==> config.mk <==
export PLATFORM = sky130hd
export DESIGN_NAME = serial_adder
export DESIGN_NICKNAME = d
export VERILOG_FILES = /design/src/rtl/serial_pkg.sv /design/src/rtl/full_adder.sv /design/src/rtl/half_adder.sv /design/src/rtl/serial_adder.sv
export SDC_FILE = /design/constraint.sdc
export NUM_CORES = 1
export LEC_CHECK = 0
export CAP_MARGIN = 20
export CORE_ASPECT_RATIO = 0.9
export CORE_MARGIN = 10
export CORE_UTILIZATION = 46
export CTS_CLUSTER_SIZE = 12
export DETAILED_ROUTE_END_ITERATION = 8
export PLACE_DENSITY = 0.72
export SLEW_MARGIN = 15
export SYNTH_ARGS = -nofsm -noshare
export SYNTH_HDL_FRONTEND = slang
export SYNTH_SLANG_ARGS = --single-unit
==> constraint.sdc <==
create_clock -name clk -period 1.6 [get_ports clk]
set_clock_uncertainty 0.15 [all_clocks]
set_input_delay 0.48 -clock clk [delete_from_list [all_inputs] [get_ports clk]]
set_output_delay 0.48 -clock clk [all_outputs]
set_load 0.01 [all_outputs]
==> src/rtl/serial_pkg.sv <==
// rtl/serial_pkg.sv - shared FSM encodings and default width for the bit-serial adder
package serial_pkg;

  localparam int DEFAULT_WIDTH = 8;

  typedef enum logic [1:0] {
    IDLE  = 2'd0,
    SHIFT = 2'd1,
    DONE  = 2'd2
  } state_t;

endpackage

==> src/rtl/full_adder.sv <==
// rtl/full_adder.sv - full adder composed of two half-adder cells and an OR of their carries
module full_adder (
  input  logic a,
  input  logic b,
  input  logic cin,
  output logic sum,
  output logic cout
);

  logic s1;
  logic c1;
  logic c2;

  half_adder u_ha0 (
    .a    (a),
    .b    (b),
    .sum  (s1),
    .cout (c1)
  );

  half_adder u_ha1 (
    .a    (s1),
    .b    (cin),
    .sum  (sum),
    .cout (c2)
  );

  assign cout = c1 | c2;

endmodule

==> src/rtl/half_adder.sv <==
// rtl/half_adder.sv - single-bit half adder cell
module half_adder (
  input  logic a,
  input  logic b,
  output logic sum,
  output logic cout
);

  assign sum  = a ^ b;
  assign cout = a & b;

endmodule

==> src/rtl/serial_adder.sv <==
// rtl/serial_adder.sv - LSB-first bit-serial adder: one sum bit per SHIFT cycle, result registered on the last
module serial_adder
  import serial_pkg::*;
#(
  parameter int WIDTH = DEFAULT_WIDTH
) (
  input  logic             clk,
  input  logic             rst_n,
  input  logic             start,
  input  logic [WIDTH-1:0] a,
  input  logic [WIDTH-1:0] b,
  input  logic             cin,
  output logic             busy,
  output logic             done,
  output logic [WIDTH-1:0] sum,
  output logic             cout
);

  localparam int CW = $clog2(WIDTH + 1);

  state_t           state_q, state_d;
  logic [WIDTH-1:0] a_q, a_d;
  logic [WIDTH-1:0] b_q, b_d;
  logic [WIDTH-1:0] res_q, res_d;
  logic [WIDTH-1:0] sum_q, sum_d;
  logic             carry_q, carry_d;
  logic             cout_q, cout_d;
  logic [CW-1:0]    cnt_q, cnt_d;
  logic             fa_sum;
  logic             fa_cout;
  logic             last_bit;

  full_adder u_fa (
    .a    (a_q[0]),
    .b    (b_q[0]),
    .cin  (carry_q),
    .sum  (fa_sum),
    .cout (fa_cout)
  );

  assign last_bit = (cnt_q == CW'(WIDTH - 1));

  always_comb begin
    state_d = state_q;
    a_d     = a_q;
    b_d     = b_q;
    res_d   = res_q;
    sum_d   = sum_q;
    carry_d = carry_q;
    cout_d  = cout_q;
    cnt_d   = cnt_q;
    case (state_q)
      IDLE: begin
        if (start) begin
          a_d     = a;
          b_d     = b;
          carry_d = cin;
          res_d   = '0;
          cnt_d   = '0;
          state_d = SHIFT;
        end
      end
      SHIFT: begin
        a_d     = a_q >> 1;
        b_d     = b_q >> 1;
        carry_d = fa_cout;
        // Shift-and-OR keeps the MSB insertion legal when WIDTH is 1.
        res_d   = (res_q >> 1) | (WIDTH'(fa_sum) << (WIDTH - 1));
        cnt_d   = cnt_q + CW'(1);
        if (last_bit) begin
          sum_d   = res_d;
          cout_d  = fa_cout;
          state_d = DONE;
        end
      end
      DONE: begin
        state_d = IDLE;
      end
      default: begin
        state_d = IDLE;
      end
    endcase
  end

  always_ff @(posedge clk or negedge rst_n) begin
    if (!rst_n) begin
      state_q <= IDLE;
      a_q     <= '0;
      b_q     <= '0;
      res_q   <= '0;
      sum_q   <= '0;
      carry_q <= 1'b0;
      cout_q  <= 1'b0;
      cnt_q   <= '0;
    end else begin
      state_q <= state_d;
      a_q     <= a_d;
      b_q     <= b_d;
      res_q   <= res_d;
      sum_q   <= sum_d;
      carry_q <= carry_d;
      cout_q  <= cout_d;
      cnt_q   <= cnt_d;
    end
  end

  assign busy = (state_q == SHIFT);
  assign done = (state_q == DONE);
  assign sum  = sum_q;
  assign cout = cout_q;

endmodule

==> flow_summary.toml <==
[outcome]
status = "finished, violations left"
violations = "negative hold slack, negative setup slack"

[timing]
max_freq_mhz = 602
tightestPinTransition_ns = 0.232
final_max_slew_viol_count = 0
post-route-period-util_pct = 104
whs_ns = -0.00110
setup_ws_ns = -0.0615
finalHoldViolCount = 1
setup_violations = 7
layout_min_cycle_time_ns = 1.66
rsz0062_at_grt = "true"
max-slew-margin-rel_pct = 84.5

[layout]
layout-drive-gt1-share_pct = 27.7
diodes = 0
instances_no_fill = 246
nFillCells = 260
final_common_cell = "dfrtp_1"
nets = 224
final_cell_mix = "dfrtp_1 (38), buf_4 (22), clkdlybuf4s50_1 (17)"
area_growth_pct = 42.4

[floorplanning]
core_um2 = 3450
die_y_um = 77.4
die_area_um2 = 6490
io_pins = 31
rows = 20
start_util_pct = 48.8
die_w_um = 83.8

[pwr]
p_leak_uw = 0.00109
internal_power_uw = 2880
switching_share_pct = 34.9
switching_power_uw = 1550
power_uw = 4430
power_density_nw_per_um2 = 1840
comb_power_share_pct = 46.0
seqPwrFrac_pct = 39.2
p_clk_share_pct = 14.8
peakVddDrop_mv = 1.22

[logic_synthesis]
postSynthCellCount = 146
synth.avg_cell_area_um2 = 11.6
yosysWarnings = 0
seq_area_frac_synth_pct = 57.9
syn_nets = 168
synth_cell_types = 23
synth_area_um2 = 1690
synth-seq-cells = 39

[clock_network]
cts_hold_buf = 0
htreeDepth = 2
cts-root-buf = "clkbuf_8"
cts_sinks = 39
clockBufferDepth = 2
cts.reportedPaths.clkPinSlew_ns = 0.07
cts_made_buffers = 5
cts_tree = "done"
clk_latency_ns = 0.28

[hold_path]
min_path_type = "in -> async"

[drt]
drtIter0Drc = 111
antenna_left = 0
via_count = 1366
remaining_drc_errors = 0
wl_per_cell_um = 17.3
via_per_inst = 5.55
drt_pass1_iterations = 4
drt-total-wl_um = 4260

[global_routing]
grt-ovfl-total = 0
antenna_found_initial = 0
grt_pass1_wl_um = 7220
grt_max_degree = 40
first_global_vias = 1431
grtUsageTotal_pct = 13.2

[critical_path]
cp.depth = 3
worst_setup_path_start_kind = "flop"
required_ns = 0.97
ff2ff_setup_slack_ns = -0.02
slowest_delay_ns = 0.40
path_delay_family = "flip-flops"
slowest_stage = "dfrtp_1"
crit_path_end_kind = "primary output"
cp_cell_sequence = "buf_6, nor2b_4, buf_6"
r2r_end = "sum[6]"
criticalPathCategory = "reg -> out"
ff2ff_path_depth = 5
path_buf_inv = 2
rr_startpoint = "state_q[1]"
cp_data_arrival_time_ns = 1.03
critPathMaxFanout = 3
path_common_cell = "buf_6"

[flow_run]
drv_cap = 0

[place]
dpl.hpwl_um = 2860
portBuffers = 30
dp_cells = 229
gp_congestion = 0.804
pre_cts_ws_ns = -0.401
## layout make-up
cell class | count | area, um2 | share of cell area, %
inverter | 2 | 7.51 | 0.313
tap | 44 | 55.1 | 2.29
timing repair buffer | 57 | 531 | 22.1
multi-input combinational | 97 | 744 | 31.0
clock buffer | 6 | 82.6 | 3.44
sequential | 39 | 977 | 40.7
clock inverter | 1 | 5.00 | 0.208
## worst register-to-register path, cell delays in order (launching register included)
cell and delay (ns):
dfrtp_1 0.40, nand2b_4 0.16, buf_6 0.12, nor3_4 0.20, buf_6 0.17, mux2_4 0.31
## through the flow
step	area [um2]	util (%)	setup TNS [ns]
final	2400	69.6	-0.133
after global routing	2400	69.6	-0.634
after CTS	2370	68.8	-0.512
after detailed placement	2160	62.5	-7.76
after global placement	2160	62.5	-5.96
after floorplan	1690	-	0
## power by group through the flow
stage,Sequential [uW],Clock (uW),Combinational [uW]
floorplan,1690,0,945
global placement,1690,0,1670
detailed placement,1720,0,1740
CTS,1720,673,1930
global route,1800,712,2240
finish,1740,656,2040
## state kept, by name, summed over array words and instances (netlist names)
| name | flops |
|---|---|
| a_q | 8 |
| b_q | 8 |
| carry_q | 1 |
| cnt_q | 4 |
| cout | 1 |
| res_q | 7 |
| state_q | 2 |
| sum | 8 |
## worst max-delay path by stage
stage,from,to
floorplan,cnt_q[0],cout
global placement,start,b_q[5]
detailed placement,start,a_q[3]
CTS,state_q[1],done
global route,state_q[1],done
finish,state_q[1],done
## cells in the mapped netlist
cell,count,area [um2]
a21oi_1,11,55.1
a22o_1,8,70.1
a22oi_1,16,120
a32o_1,1,10.0
and2_1,1,6.26
buf_2,2,10.0
clkbuf_1,6,22.5
clkinv_1,1,3.75
dfrtp_1,39,976
fa_1,1,20.0
ha_1,1,12.5
inv_1,1,3.75
mux2_2,9,101
mux2i_1,1,10.0
nand2_1,10,37.5
nand2b_2,1,8.76
nand3_1,1,5.00
nor2_1,2,7.51
nor2b_1,13,81.3
nor3_4,1,16.3
o21ai_0,18,90.1
o21bai_2,1,11.3
o31ai_1,1,7.51
## kinds of logic (layout without fill, tap and decap cells)
group           count (synthesis)  in the layout  synth area share, %
compound gates                 56             56                 21.6
flops                          39             39                 57.9
simple gates                   29             29                 9.64
mux                            10             10                 6.60
buf+inv                        10             66                 2.37
fa+ha+maj                       2              2                 1.93
## layer usage
layer  vias up  track usage, %  part of all wire [%]
met5         -               0                     0
met1       686            16.0                    43
li1        640               -                     -
met4         0            3.51                  0.63
met3         4            3.55                   4.3
met2        36            22.4                    52
## timing repair
action                     in CTS  in global routing
pin swaps                       2                  1
buffers inserted                8                  3
hold endpoints to repair        0                  0
setup endpoints to repair      26                 40
resized for setup              38                 20
cloned                          1                  0
Note: power is estimated with default switching activity, not from simulation.
==> RTL edit 1: new RTL, same settings <==
`DEFAULT_WIDTH`: 8 -> 4.
--- a/src/rtl/serial_pkg.sv
+++ b/src/rtl/serial_pkg.sv
@@ -1,7 +1,7 @@
 // rtl/serial_pkg.sv - shared FSM encodings and default width for the bit-serial adder
 package serial_pkg;
 
-  localparam int DEFAULT_WIDTH = 8;
+  localparam int DEFAULT_WIDTH = 4;
 
   typedef enum logic [1:0] {
     IDLE  = 2'd0,
Ports: changed (resized a, b and sum); port bits go from 31 to 19. No check against the original RTL was run, so the function may have changed too.
==> RTL edit 1 against the original RTL <==
The run ends with setup timing left; final area shrank 44%; power shrank 41%; sequential power shrank 42%; largest cell class unchanged; sequential cell count shrank 17; register-to-register slack gained 0.08 ns; largest power group unchanged; area after synthesis shrank 42%; routed wire length shrank 50%; global-route usage shrank 2.7 points; setup slack lost 0.0055 ns; sequential share of layout area grew 0.35 points.
==> RTL edit 1: results <==
metrics = {
    "yosys": {
        "synth_commonest_cells": "dfrtp_1 (22), nor2_1 (9), o22ai_1 (7), o32ai_1 (7), o21ai_0 (6)",
        "muxShareOfSynthArea": 0.07653,
        "synth_compound_area_frac": 0.1862,
        "synth_cells": 81,
        "syn_nets": 96,
        "yosys.area_share.adder": 0.04592,
        "synth-seq-area-share": 0.5612,
    },
    "place": {
        "dp_slack_ns": -0.2669,
        "place_congestion": 0.8137,
        "place_hpwl_mm": 1.520,
        "place_inst": 127,
        "port_buffers": 18,
    },
    "status": {
        "violations": "setup timing",
        "status": "finished with violations",
    },
    "layout": {
        "layout-drive-gt1-share": 0.3451,
        "layoutNonFillerInstCount": 138,
        "fillerInstances": 147,
    },
    "route": {
        "wl_met1_um": 888,
        "dr_wl_met2_mm": 1.036,
        "wirelength_mm": 2.126,
    },
    "global_routing": {
        "grt_pass1_wl_mm": 3.498,
        "globalRouteMet3Util": 0.05226,
        "grt_pass1_vias": 765,
        "use_met1": 0.1235,
        "met2_usage": 0.1613,
        "grt_usage": 0.1045,
        "grt_max_degree": 23,
    },
    "sta": {
        "finalWorstSetupSlack_ns": -0.06694,
        "setup_viol": 2,
        "worst-slew-pin-transition_ns": 0.2919,
        "holdWs_ns": 0.3489,
        "tns_ns": -0.1200,
    },
    "power": {
        "intPower_mw": 1.673,
        "p_leak_nw": 0.6150,
    },
    "clock_network": {
        "numCtsBuffers": 3,
        "cts_root_buffer": "clkbuf_4",
        "insertion_delay_ns": 0.30,
    },
    "setup_path": {
        "r2r_slack_ns": 0.06,
    },
}
==> RTL edit 1: cell count changes in the layout (fill, tap and decap cells not counted), sizes merged, moves of 10 or more <==
cell | unedited run | this run
nor2b | 13 | 0
dfrtp | 39 | 22
o21ai | 18 | 6
a22oi | 16 | 0
a21oi | 11 | 1
buf | 30 | 15
==> RTL edit 1: cell type report <==
class	instances	area, µm²	share of cell area
tap	25	31.28	0.02326
clock buffer	4	36.28	0.02698
multi-input combinational	52	429.2	0.3191
sequential	22	551.8	0.4102
timing repair buffer	31	271.5	0.2019
inverter	4	25.02	0.01860
==> RTL edit 1: power by group through the flow <==
stage | sequential, mW | clock [mW] | combinational, mW
2_1_floorplan | 1.00 | 0 | 0.755
3_3_place_gp | 1.00 | 0 | 1.16
3_5_place_dp | 1.01 | 0 | 1.19
4_1_cts | 0.999 | 0.306 | 1.26
5_1_grt | 1.05 | 0.334 | 1.45
6_report | 1.01 | 0.292 | 1.32
==> RTL edit 1: how the worst min path moves through the flow <==
stage                               startpoint                   end
after floorplan                          rst_n    a_q[0]$_DFFE_PN0P_
final                                    rst_n    b_q[2]$_DFFE_PN0P_
after CTS                                rst_n    b_q[1]$_DFFE_PN0P_
after global routing                     rst_n    b_q[2]$_DFFE_PN0P_
after global placement    cnt_q[2]$_DFFE_PN0P_  cnt_q[2]$_DFFE_PN0P_
after detailed placement  cnt_q[2]$_DFFE_PN0P_  cnt_q[2]$_DFFE_PN0P_
==> RTL edit 1: cell families after synthesis <==
family / count (synthesis)
AO/OA/AOI/OAI: 26
adder cells (fa/ha/maj): 3
buffers and inverters: 7
flip-flops: 22
multiplexers: 5
AND/OR/NAND/NOR: 18
==> RTL edit 1: what timing repair did <==
item / CTS / global route
setup endpoints to repair: 7 / 9
pin swaps: 1 / 1
resized for setup: 24 / 14
setup buffers: 5 / 2
==> RTL edit 2: new RTL, config.mk and constraints unchanged <==
Without the edit above. `b_q` no longer has a reset.
--- a/src/rtl/serial_adder.sv
+++ b/src/rtl/serial_adder.sv
@@ -86,7 +86,6 @@
     if (!rst_n) begin
       state_q <= IDLE;
       a_q     <= '0;
-      b_q     <= '0;
       res_q   <= '0;
       sum_q   <= '0;
       carry_q <= 1'b0;
@@ -95,13 +94,16 @@
     end else begin
       state_q <= state_d;
       a_q     <= a_d;
-      b_q     <= b_d;
       res_q   <= res_d;
       sum_q   <= sum_d;
       carry_q <= carry_d;
       cout_q  <= cout_d;
       cnt_q   <= cnt_d;
     end
+  end
+
+  always_ff @(posedge clk) begin
+    b_q <= b_d;
   end
 
   assign busy = (state_q == SHIFT);
Formal check against the unedited RTL: same outputs for any inputs over 10 cycles, from zero or initial values and one cycle with rst_n low; that may be too few to reach the edited logic, so the function may still have changed.
==> RTL edit 2 against the original RTL <==
The flow finishes with violations (setup timing); fmax is 2.9% lower; area after synthesis is 1.4% lower; final area shrank 3.9%; die area is 1.1% lower; routed wire length fell by 18%; sequential cell count unchanged; power is 3.0% lower; sequential share of layout area is 3.4 points higher; non-clock buffer count fell by 8; largest cell class unchanged; setup slack got worse by 0.049 ns; critical path depth grew 3; critical path type is now reg -> reg.
==> RTL edit 2: results <==
metrics = {
    "global_routing": {
        "grt_max_degree": 32,
        "grt_usage": 0.1111,
        "grt_pass1_vias": 1223,
        "grt_pass1_wl_mm": 5.927,
    },
    "route": {
        "drt_iter0_markers": 66,
        "wl_per_cell_um": 16.33,
        "avgViaCountPerCell": 5.350,
    },
    "yosys": {
        "synth_commonest_cells": "dfrtp_1 (31), o21ai_0 (10), mux2_4 (9)",
        "synth-seq-area-share": 0.6110,
        "syn_nets": 142,
        "synth_edf_count": 8,
        "ys_warn_count": 0,
        "synth-async-reset-ratio": 0.7949,
        "synthFlopType": "dfrtp_1",
        "synth_cell_types": 25,
        "synthTopCellsByArea": "dfrtp_1 (47%), edfxtp_1 (14%), mux2_4 (8.1%)",
    },
    "place": {
        "dp_slack_ns": -0.3748,
        "place_congestion": 0.8030,
        "place_area_um2": 2123,
        "place_hpwl_mm": 2.474,
        "port_buffers": 30,
    },
    "layout": {
        "multi_input_area_share": 0.2811,
        "clock_buffers": 7,
        "nNonClkBuffers": 49,
        "nets": 191,
        "n_all_inverters": 2,
        "fillerInstances": 245,
        "layout-drive-gt1-share": 0.3000,
        "final-clk-cell-share": 0.03521,
        "multi_input_gates": 72,
        "design.seq.count": 39,
        "sh_seq_area": 0.4404,
        "nonClkBufAreaFrac": 0.2161,
    },
    "sta": {
        "setup_viol": 17,
        "finalWorstSetupSlack_ns": -0.1105,
        "worst-slew-pin-transition_ns": 0.2253,
        "tns_ns": -1.238,
    },
    "power": {
        "p_leak_nw": 1.036,
        "peakVddDrop_uv": 1119,
    },
    "setup_path": {
        "worstPathArrival_ns": 1.73,
        "max_stage_delay_ns": 0.41,
        "critical_path.top_delay_family": "flip-flops",
        "crit_fanout": 9,
        "crit_slowest_cell": "dfrtp_2",
    },
    "clock_network": {
        "numCtsBuffers": 5,
        "cts_root_buffer": "clkbuf_8",
        "clk_path_buf_depth": 2,
        "insertion_delay_ns": 0.29,
        "path_clk_slew_ns": 0.07,
    },
    "min_path": {
        "hold_class": "reg -> reg",
    },
    "status": {
        "violations": "setup timing",
        "status": "finished with violations",
    },
}
==> RTL edit 2: changes by cell type in the layout (fill, tap and decap cells not counted), moves of 2 or more <==
cell | unedited run | this run
o21ai_0 | 16 | 9
buf_12 | 1 | 3
mux2_4 | 9 | 16
clkbuf_1 | 0 | 2
buf_4 | 22 | 12
a21oi_1 | 11 | 3
edfxtp_1 | 0 | 8
nor2b_1 | 10 | 5
clkdlybuf4s50_1 | 17 | 19
dfrtp_1 | 38 | 30
buf_8 | 0 | 2
a22oi_1 | 16 | 8
buf_6 | 6 | 3
==> RTL edit 2: logic make-up after synthesis <==
logic type               count (synthesis)  synth area share
AO/OA/AOI/OAI                           34            0.1430
adder cells (fa/ha/maj)                  2           0.01956
buffers and inverters                    9           0.03160
flip-flops                              39            0.6110
multiplexers                            16            0.1287
AND/OR/NAND/NOR                         20           0.06621
==> RTL edit 2: routing by layer <==
| layer | wire (µm) | vias to the layer above | part of all wire | track usage |
|---|---|---|---|---|
| met5 | 0 | - | 0 | 0 |
| met4 | 25 | 0 | 0.0072 | 0.02891 |
| met3 | 207 | 5 | 0.059 | 0.05491 |
| met2 | 1814 | 28 | 0.52 | 0.1782 |
| met1 | 1447 | 572 | 0.41 | 0.1287 |
| li1 | - | 540 | - | - |
==> RTL edit 2: timing repair <==
item,in CTS,in global routing
setup endpoints to repair,33,36
setup buffers,4,0
hold endpoints to repair,0,0
gates cloned,0,0
gates resized for setup,36,13
==> RTL edit 2: through the flow <==
step           std cells  power (mW)    util  hold slack (ns)
2_1_floorplan        120       2.748       -          0.03441
3_3_place_gp         202       3.371  0.6193           0.3123
3_5_place_dp         202       3.461  0.6193           0.3238
4_1_cts              214       4.249  0.6664           0.3408
5_1_grt              214       4.564  0.6737           0.3549
6_report             214       4.293  0.6737           0.3406
==> RTL edit 2: final timing paths <==
check                                         end  depth (start not counted)              startpoint  slack (ns)
max                            sum[6]$_DFFE_PN0P_                          6  state_q[1]$_DFFE_PN0P_       -0.11
min                            a_q[4]$_DFFE_PN0P_                          2      a_q[4]$_DFFE_PN0P_        0.34
max reg2reg                    sum[6]$_DFFE_PN0P_                          6  state_q[1]$_DFFE_PN0P_       -0.11
min reg2reg                    a_q[4]$_DFFE_PN0P_                          2      a_q[4]$_DFFE_PN0P_        0.34
max in group asynchronous  state_q[1]$_DFFE_PN0P_                          2                   rst_n        0.73
min in group asynchronous      sum[5]$_DFFE_PN0P_                          2                   rst_n        0.40
==> RTL edit 2: report_power, final <==
| part | leakage (nW) | switching [mW] | internal [mW] | total (mW) |
|---|---|---|---|---|
| clock | 0.0422 | 0.327 | 0.306 | 0.633 |
| combinational | 0.512 | 0.765 | 1.14 | 1.90 |
| sequential | 0.482 | 0.263 | 1.50 | 1.76 |
